==> src/rtl/alu_word_sequencer_pkg.sv <==
// Shared types for the byte-serial ALU word sequencer: FSM states, the captured
// request record and small helpers.
package alu_seq_pkg;

    localparam int SEQ_MAX_BYTES = 4;
    localparam int SEQ_WORD_W    = 8 * SEQ_MAX_BYTES;
    localparam int SEQ_LEN_W     = (SEQ_MAX_BYTES > 1) ? $clog2(SEQ_MAX_BYTES) : 1;

    typedef enum logic [1:0] {
        IDLE = 2'd0,
        EXEC = 2'd1,
        DONE = 2'd2
    } state_t;

    typedef struct packed {
        logic                  mode;
        logic [3:0]            sel;
        logic [SEQ_WORD_W-1:0] a;
        logic [SEQ_WORD_W-1:0] b;
        logic                  cin;
        logic [SEQ_LEN_W-1:0]  len;
    } req_t;

    function automatic logic is_zero_byte(input logic [7:0] v);
        return (v == 8'h00);
    endfunction

endpackage

==> src/rtl/alu_word_sequencer_if.sv <==
// Request, ALU and response signals between the CPU control path, the
// sequencer and the 8-bit ALU.
interface alu_word_sequencer_if #(
    parameter int MAX_BYTES = 4
);
    localparam int LEN_W  = (MAX_BYTES > 1) ? $clog2(MAX_BYTES) : 1;
    localparam int WORD_W = 8 * MAX_BYTES;

    logic              req_valid;
    logic              req_ready;
    logic              req_mode;
    logic [3:0]        req_sel;
    logic [WORD_W-1:0] req_a;
    logic [WORD_W-1:0] req_b;
    logic              req_cin;
    logic [LEN_W-1:0]  req_len;

    logic              alu_mode;
    logic [3:0]        alu_sel;
    logic [7:0]        alu_a;
    logic [7:0]        alu_b;
    logic              alu_cin;
    logic [7:0]        alu_f;
    logic              alu_cout;

    logic              rsp_valid;
    logic              rsp_ready;
    logic [WORD_W-1:0] rsp_f;
    logic              rsp_cout;
    logic              rsp_zero;

    // Requester plus ALU side (testbench / surrounding datapath)
    modport master (
        output req_valid, req_mode, req_sel, req_a, req_b, req_cin, req_len,
        input  req_ready,
        input  alu_mode, alu_sel, alu_a, alu_b, alu_cin,
        output alu_f, alu_cout,
        input  rsp_valid, rsp_f, rsp_cout, rsp_zero,
        output rsp_ready
    );

    // Sequencer side
    modport slave (
        input  req_valid, req_mode, req_sel, req_a, req_b, req_cin, req_len,
        output req_ready,
        output alu_mode, alu_sel, alu_a, alu_b, alu_cin,
        input  alu_f, alu_cout,
        output rsp_valid, rsp_f, rsp_cout, rsp_zero,
        input  rsp_ready
    );

endinterface

==> src/rtl/alu_word_sequencer_byte_slicer.sv <==
// Picks the active operand byte pair and the carry-in for the byte being
// executed; drives all zeros when the sequencer is not executing.
module alu_byte_slicer #(
    parameter int NBYTES = 4,
    parameter int LEN_W  = 2
) (
    input  logic                  i_active,
    input  logic [LEN_W-1:0]      i_idx,
    input  logic [8*NBYTES-1:0]   i_a,
    input  logic [8*NBYTES-1:0]   i_b,
    input  logic                  i_cin,
    input  logic                  i_carry,
    output logic [7:0]            o_a,
    output logic [7:0]            o_b,
    output logic                  o_cin
);

    logic [LEN_W+2:0] w_bit_base;

    assign w_bit_base = {i_idx, 3'b000};

    // Byte mux and carry chain: byte 0 takes the request carry, later bytes the previous ALU carry
    always_comb begin
        o_a   = 8'h00;
        o_b   = 8'h00;
        o_cin = 1'b0;
        if (i_active) begin
            o_a = i_a[w_bit_base +: 8];
            o_b = i_b[w_bit_base +: 8];
            if (i_idx == {LEN_W{1'b0}}) begin
                o_cin = i_cin;
            end else begin
                o_cin = i_carry;
            end
        end else begin
            o_a   = 8'h00;
            o_b   = 8'h00;
            o_cin = 1'b0;
        end
    end

endmodule

==> src/rtl/alu_word_sequencer.sv <==
// Runs 8..32-bit operations on an 8-bit ALU one byte per cycle, LSB first,
// chaining carry and assembling the word result. MAX_BYTES <= SEQ_MAX_BYTES.
module alu_word_sequencer
    import alu_seq_pkg::*;
#(
    parameter int MAX_BYTES = SEQ_MAX_BYTES
) (
    input  logic                 clk,
    input  logic                 rst,
    alu_word_sequencer_if.slave  bus,
    output logic                 busy
);

    localparam int LEN_W  = (MAX_BYTES > 1) ? $clog2(MAX_BYTES) : 1;
    localparam int WORD_W = 8 * MAX_BYTES;

    state_t             r_state;
    state_t             w_state_nxt;
    req_t               r_req;
    req_t               w_req;
    logic [LEN_W-1:0]   r_idx;
    logic               r_carry;
    logic               r_zero_acc;
    logic               r_rsp_valid;
    logic [WORD_W-1:0]  r_rsp_f;
    logic               r_rsp_cout;
    logic               r_rsp_zero;

    logic [LEN_W-1:0]   w_len;
    logic [LEN_W-1:0]   w_req_len;
    logic               w_last;
    logic               w_f_zero;
    logic [LEN_W+2:0]   w_bit_base;

    // A length field that can encode more than MAX_BYTES bytes is clamped
    generate
        if ((1 << LEN_W) == MAX_BYTES) begin : g_len_pow2
            assign w_len = bus.req_len;
        end else begin : g_len_clamp
            assign w_len = (bus.req_len > LEN_W'(MAX_BYTES - 1)) ? LEN_W'(MAX_BYTES - 1)
                                                                 : bus.req_len;
        end
    endgenerate

    assign w_req_len  = r_req.len[LEN_W-1:0];
    assign w_last     = (r_idx == w_req_len);
    assign w_f_zero   = is_zero_byte(bus.alu_f);
    assign w_bit_base = {r_idx, 3'b000};

    // Request record captured on acceptance
    always_comb begin
        w_req      = '0;
        w_req.mode = bus.req_mode;
        w_req.sel  = bus.req_sel;
        w_req.a    = SEQ_WORD_W'(bus.req_a);
        w_req.b    = SEQ_WORD_W'(bus.req_b);
        w_req.cin  = bus.req_cin;
        w_req.len  = SEQ_LEN_W'(w_len);
    end

    // FSM state register
    always_ff @(posedge clk or posedge rst) begin
        if (rst) begin
            r_state <= IDLE;
        end else begin
            r_state <= w_state_nxt;
        end
    end

    // FSM next state
    always_comb begin
        w_state_nxt = r_state;
        case (r_state)
            IDLE: begin
                if (bus.req_valid) begin
                    w_state_nxt = EXEC;
                end else begin
                    w_state_nxt = IDLE;
                end
            end
            EXEC: begin
                if (w_last) begin
                    w_state_nxt = DONE;
                end else begin
                    w_state_nxt = EXEC;
                end
            end
            DONE: begin
                if (bus.rsp_ready) begin
                    w_state_nxt = IDLE;
                end else begin
                    w_state_nxt = DONE;
                end
            end
            default: w_state_nxt = IDLE;
        endcase
    end

    // Handshake status and ALU function; outside EXEC the ALU sees the idle pattern
    always_comb begin
        bus.req_ready = 1'b0;
        busy          = 1'b1;
        bus.alu_mode  = 1'b1;
        bus.alu_sel   = 4'h0;
        if (r_state == IDLE) begin
            bus.req_ready = 1'b1;
            busy          = 1'b0;
        end else begin
            bus.req_ready = 1'b0;
            busy          = 1'b1;
        end
        if (r_state == EXEC) begin
            bus.alu_mode = r_req.mode;
            bus.alu_sel  = r_req.sel;
        end else begin
            bus.alu_mode = 1'b1;
            bus.alu_sel  = 4'h0;
        end
    end

    alu_byte_slicer #(
        .NBYTES (MAX_BYTES),
        .LEN_W  (LEN_W)
    ) u_slicer (
        .i_active (r_state == EXEC),
        .i_idx    (r_idx),
        .i_a      (r_req.a[WORD_W-1:0]),
        .i_b      (r_req.b[WORD_W-1:0]),
        .i_cin    (r_req.cin),
        .i_carry  (r_carry),
        .o_a      (bus.alu_a),
        .o_b      (bus.alu_b),
        .o_cin    (bus.alu_cin)
    );

    // Capture, per-byte result assembly and response hold
    always_ff @(posedge clk or posedge rst) begin
        if (rst) begin
            r_req       <= '0;
            r_idx       <= '0;
            r_carry     <= 1'b0;
            r_zero_acc  <= 1'b0;
            r_rsp_valid <= 1'b0;
            r_rsp_f     <= '0;
            r_rsp_cout  <= 1'b0;
            r_rsp_zero  <= 1'b0;
        end else begin
            case (r_state)
                IDLE: begin
                    if (bus.req_valid) begin
                        r_req      <= w_req;
                        r_rsp_f    <= '0;
                        r_idx      <= '0;
                        r_zero_acc <= 1'b1;
                    end
                end
                EXEC: begin
                    r_rsp_f[w_bit_base +: 8] <= bus.alu_f;
                    r_carry    <= bus.alu_cout;
                    r_zero_acc <= r_zero_acc & w_f_zero;
                    if (w_last) begin
                        r_rsp_valid <= 1'b1;
                        r_rsp_cout  <= bus.alu_cout;
                        r_rsp_zero  <= r_zero_acc & w_f_zero;
                    end else begin
                        r_idx <= r_idx + LEN_W'(1);
                    end
                end
                DONE: begin
                    if (bus.rsp_ready) begin
                        r_rsp_valid <= 1'b0;
                    end
                end
                default: r_rsp_valid <= 1'b0;
            endcase
        end
    end

    assign bus.rsp_valid = r_rsp_valid;
    assign bus.rsp_f     = r_rsp_f;
    assign bus.rsp_cout  = r_rsp_cout;
    assign bus.rsp_zero  = r_rsp_zero;

endmodule

==> src/flat_wrapper.sv <==
// flat-port wrapper written by rule: the top's interface ports become plain ports
module alu_word_sequencer_flat import alu_seq_pkg::*;
#(
    parameter int MAX_BYTES = SEQ_MAX_BYTES
)
  (clk, rst, busy, bus_req_valid, bus_req_mode, bus_req_sel, bus_req_a, bus_req_b, bus_req_cin, bus_req_len, bus_req_ready, bus_alu_mode, bus_alu_sel, bus_alu_a, bus_alu_b, bus_alu_cin, bus_alu_f, bus_alu_cout, bus_rsp_valid, bus_rsp_f, bus_rsp_cout, bus_rsp_zero, bus_rsp_ready);
  alu_word_sequencer_if #(.MAX_BYTES(MAX_BYTES)) bus_i ();
  input  logic clk;
  input  logic rst;
  output logic busy;
  input wire logic [$bits(bus_i.req_valid)-1:0] bus_req_valid;
  input wire logic [$bits(bus_i.req_mode)-1:0] bus_req_mode;
  input wire logic [$bits(bus_i.req_sel)-1:0] bus_req_sel;
  input wire logic [$bits(bus_i.req_a)-1:0] bus_req_a;
  input wire logic [$bits(bus_i.req_b)-1:0] bus_req_b;
  input wire logic [$bits(bus_i.req_cin)-1:0] bus_req_cin;
  input wire logic [$bits(bus_i.req_len)-1:0] bus_req_len;
  output wire logic [$bits(bus_i.req_ready)-1:0] bus_req_ready;
  output wire logic [$bits(bus_i.alu_mode)-1:0] bus_alu_mode;
  output wire logic [$bits(bus_i.alu_sel)-1:0] bus_alu_sel;
  output wire logic [$bits(bus_i.alu_a)-1:0] bus_alu_a;
  output wire logic [$bits(bus_i.alu_b)-1:0] bus_alu_b;
  output wire logic [$bits(bus_i.alu_cin)-1:0] bus_alu_cin;
  input wire logic [$bits(bus_i.alu_f)-1:0] bus_alu_f;
  input wire logic [$bits(bus_i.alu_cout)-1:0] bus_alu_cout;
  output wire logic [$bits(bus_i.rsp_valid)-1:0] bus_rsp_valid;
  output wire logic [$bits(bus_i.rsp_f)-1:0] bus_rsp_f;
  output wire logic [$bits(bus_i.rsp_cout)-1:0] bus_rsp_cout;
  output wire logic [$bits(bus_i.rsp_zero)-1:0] bus_rsp_zero;
  input wire logic [$bits(bus_i.rsp_ready)-1:0] bus_rsp_ready;
  assign bus_i.req_valid = bus_req_valid;
  assign bus_i.req_mode = bus_req_mode;
  assign bus_i.req_sel = bus_req_sel;
  assign bus_i.req_a = bus_req_a;
  assign bus_i.req_b = bus_req_b;
  assign bus_i.req_cin = bus_req_cin;
  assign bus_i.req_len = bus_req_len;
  assign bus_req_ready = bus_i.req_ready;
  assign bus_alu_mode = bus_i.alu_mode;
  assign bus_alu_sel = bus_i.alu_sel;
  assign bus_alu_a = bus_i.alu_a;
  assign bus_alu_b = bus_i.alu_b;
  assign bus_alu_cin = bus_i.alu_cin;
  assign bus_i.alu_f = bus_alu_f;
  assign bus_i.alu_cout = bus_alu_cout;
  assign bus_rsp_valid = bus_i.rsp_valid;
  assign bus_rsp_f = bus_i.rsp_f;
  assign bus_rsp_cout = bus_i.rsp_cout;
  assign bus_rsp_zero = bus_i.rsp_zero;
  assign bus_i.rsp_ready = bus_rsp_ready;
  alu_word_sequencer #(.MAX_BYTES(MAX_BYTES)) u_core (.clk(clk), .rst(rst), .bus(bus_i), .busy(busy));
endmodule
==> config.mk <==
export PLATFORM = sky130hd
export DESIGN_NAME = alu_word_sequencer_flat
export DESIGN_NICKNAME = d
export VERILOG_FILES = /design/src/rtl/alu_word_sequencer_pkg.sv /design/src/rtl/alu_word_sequencer_if.sv /design/src/rtl/alu_word_sequencer_byte_slicer.sv /design/src/rtl/alu_word_sequencer.sv /design/src/flat_wrapper.sv
export SDC_FILE = /design/constraint.sdc
export NUM_CORES = 1
export LEC_CHECK = 0
export ABC_AREA = 1
export BUFFER_PORTS_ARGS = -buffer_cell sky130_fd_sc_hd__buf_2
export CAP_MARGIN = 0
export CORE_ASPECT_RATIO = 2
export CORE_MARGIN = 2
export CORE_UTILIZATION = 52
export DETAILED_ROUTE_END_ITERATION = 6
export GPL_ROUTABILITY_DRIVEN = 0
export PLACE_DENSITY = 0.85
export SYNTH_ARGS = -nofsm -noshare
export SYNTH_HDL_FRONTEND = slang
export SYNTH_SLANG_ARGS = --single-unit
==> constraint.sdc <==
create_clock -name clk -period 4.9 [get_ports clk]
set_input_delay 0.735 -clock clk [delete_from_list [all_inputs] [get_ports clk]]
set_output_delay 0.735 -clock clk [all_outputs]
set_load 0.02 [all_outputs]
==> flow_summary.toml <==
[setup_path]
cp_slowest_stage_delay_ns = 0.94
crit_arrival_ns = 2.77
crit_chain = "inv_1 -> ha_1 -> inv_1 -> nand2_1 -> a21oi_1 -> buf_2"
cp-start-kind = "flop"
slowest_stage = "dfrtp_1"
required_ns = 4.16
path_delay_family = "flip-flops"
critPathBufInv = 3
worstSetupPathType = "reg -> out"
worst-r2r-cell-count = 5
crit_path_end_kind = "output port"
r2r_slack_ns = 2.17
reg2reg_to = "u_core.r_req[63]"
cp.depth = 6
r2r_start = "u_core.r_state[0]"
crit_fanout = 28
cp_common_cell = "inv_1"

[sta]
setup_violations = 0
finClkSkew_ns = 0.00572
final.min_clock_period_ns = 3.51
max_slew_margin_pct = 33.0
drv_slew = 0
rsz0062_at_grt = "false"
worst_pin_slew_ns = 1.00
setup_tns_ns = 0
finalHoldViolations = 0
fmax_mhz = 285
fin_crit_sh_pct = 71.6

[min_path]
holdPathStages = 2
hold_path_end = "u_core.r_req[71]"
hp-start = "u_core.r_req[71]"
hp-class = "reg -> reg"

[clock_tree]
cts_root_buffer = "clkbuf_16"
cts_resized = 0
clk_pin_slew_ns = 0.05
cts_tree = "built"
cts_num_sinks = 113
clk-insertion-delay-late_ns = 0.41
numCtsBuffers = 17
h-tree-depth = 4
max-clock-path-buffers = 2
holdBufCountCts = 0
cts_setup_buffers = 0

[grt]
grt_max_degree = 83
grt_pass1_vias = 4691
grt_pass1_wl_mm = 21.5
grt_usage_pct = 26.0
antenna_found_initial = 0
gr-total-overflow = 0

[logic_synthesis]
yosys.area_share.simple_pct = 22.8
netlist_area_um2 = 5190
synthTopCellsByCount = "134 x nand2_1, 113 x dfrtp_1, 78 x nand3_1, 68 x nor2_1"
ys_types = 20
synth.area.top_cells = "dfrtp_1 55%, nand2_1 9.7%, nand3_1 7.5%"
synthMuxAreaShare_pct = 0
synth-compound-area-share_pct = 13.4
synth.most_common_cell = "nand2_1"
synth-edff-count = 0
yosys_warnings = 0
yosys.area.top_type = "dfrtp_1"
synth_nets = 729
synth_top_area_share_pct = 54.5
synth-async-reset-ratio_pct = 100
synth_seq_cells = 113
synthCells = 639
ys.flop_type = "dfrtp_1"
synthAdderAreaFrac_pct = 1.21
synth_xor_area_share_pct = 0
postSynthAreaPerCell_um2 = 8.12
synth_top_family_by_area = "simple AND/OR/NAND/NOR gates"
ys_seq_area_share_pct = 54.5

[floorplanning]
core_um2 = 9700
dieArea_um2 = 10800
start_util_pct = 53.5
num_io_pins = 144
die_w_um = 74.6
rows = 51
fp.dieH_um = 145

[status]
status = "completed"

[placement]
placedInstanceArea_um2 = 5930
io_buffers = 143
place_hpwl_mm = 9.42

[final_layout]
nets = 856
drive_gt1_share_pct = 23.3
fill_cells = 858
final_area_um2 = 6450
area_growth_pct = 24.4
n_antenna_cell = 0

[detailed_routing]
routedWlPerCell_um = 14.9
drcViolationCount = 0
antenna_left = 0
vias = 4790
drt_iter0_drc = 260
wirelength_mm = 13.5
drt-vias-per-instance = 5.28
drtPass1Iterations = 5

[pwr]
irDropWorstVdd_uv = 449
p_per_area_nw_per_um2 = 689
leakage_nw = 3.48

[run]
drv_cap = 0
==> layout by cell type (no fill, tap or decap), drive strengths merged <==
cell,count
nand3,78
o31ai,1
dfrtp,113
clkinv,5
bufinv,1
clkinvlp,1
inv,65
o211ai,7
clkbuf,22
o21ai,62
buf,146
or2,1
nor2,70
nand2,135
ha,5
a21oi,64
==> kinds of logic (layout without fill, tap and decap cells) <==
logic type	Yosys count	count (layout)
AO/OA/AOI/OAI	134	134
adder cells (fa/ha/maj)	5	5
flip-flops	113	113
AND/OR/NAND/NOR	284	284
buffers and inverters	103	240
==> tightest hold or removal path, delay by kind of cell, from the launching register on <==
family	cells	cell delay, ns
flops	1	0.33
simple gates	2	0.10
==> power breakdown <==
part / leakage, nW / total, W / internal [W] / switching [W]
combinational: 1.82 / 0.00186 / 0.000550 / 0.00131
clock: 0.261 / 0.00110 / 0.000708 / 0.000391
sequential: 1.40 / 0.00149 / 0.00129 / 0.000193
total: 3.48 / 0.00445 / 0.00255 / 0.00190
==> metal layers <==
| metal | GRT usage [%] | vias up | part of all wire, % |
|---|---|---|---|
| met5 | 0 | - | 0 |
| met4 | 12.7 | 0 | 3.4 |
| met2 | 43.5 | 209 | 54 |
| li1 | - | 2314 | - |
| met1 | 29.8 | 2231 | 37 |
| met3 | 6.53 | 36 | 5.6 |
==> stage by stage <==
stage               hold WS, ns  instances  power (W)  util [%]  worst slack, ns
floorplan                 0.434        639    0.00282         -             1.18
global placement          0.449        879    0.00327      61.1             1.85
detailed placement        0.453        879    0.00334      61.1             1.83
CTS                       0.466        908    0.00445      66.5             1.38
global route              0.482        908    0.00475      66.5             1.13
finish                    0.463        908    0.00445      66.5             1.39
==> worst max-delay path by stage <==
| stage | from | end |
|---|---|---|
| after floorplan | rst | u_core.bus.rsp_cout |
| after global placement | u_core.r_idx[1] | bus_alu_cin |
| after detailed placement | u_core.r_idx[1] | bus_alu_cin |
| after CTS | u_core.r_idx[1] | bus_alu_cin |
| after global routing | u_core.r_idx[1] | bus_alu_cin |
| final | u_core.r_idx[1] | bus_alu_cin |
==> layout make-up <==
cell class                 count  area [um^2]  share of cell area, %
clock buffer                  22          464                   7.19
clock inverter                 7         62.6                  0.969
inverter                      65          246                   3.82
multi-input combinational    423         1950                   30.2
sequential                   113         2830                   43.8
tap                          132          165                   2.56
timing repair buffer         146          738                   11.4
==> state kept, by name, summed over array words and instances, names as in the netlist <==
signal,count
u_core.bus.rsp_cout,1
u_core.bus.rsp_f,32
u_core.bus.rsp_valid,1
u_core.bus.rsp_zero,1
u_core.r_carry,1
u_core.r_idx,2
u_core.r_req,70
u_core.r_state,2
u_core.r_zero_acc,1
u_core.w_req_len,2
Note: power is estimated with default switching activity, not from simulation.
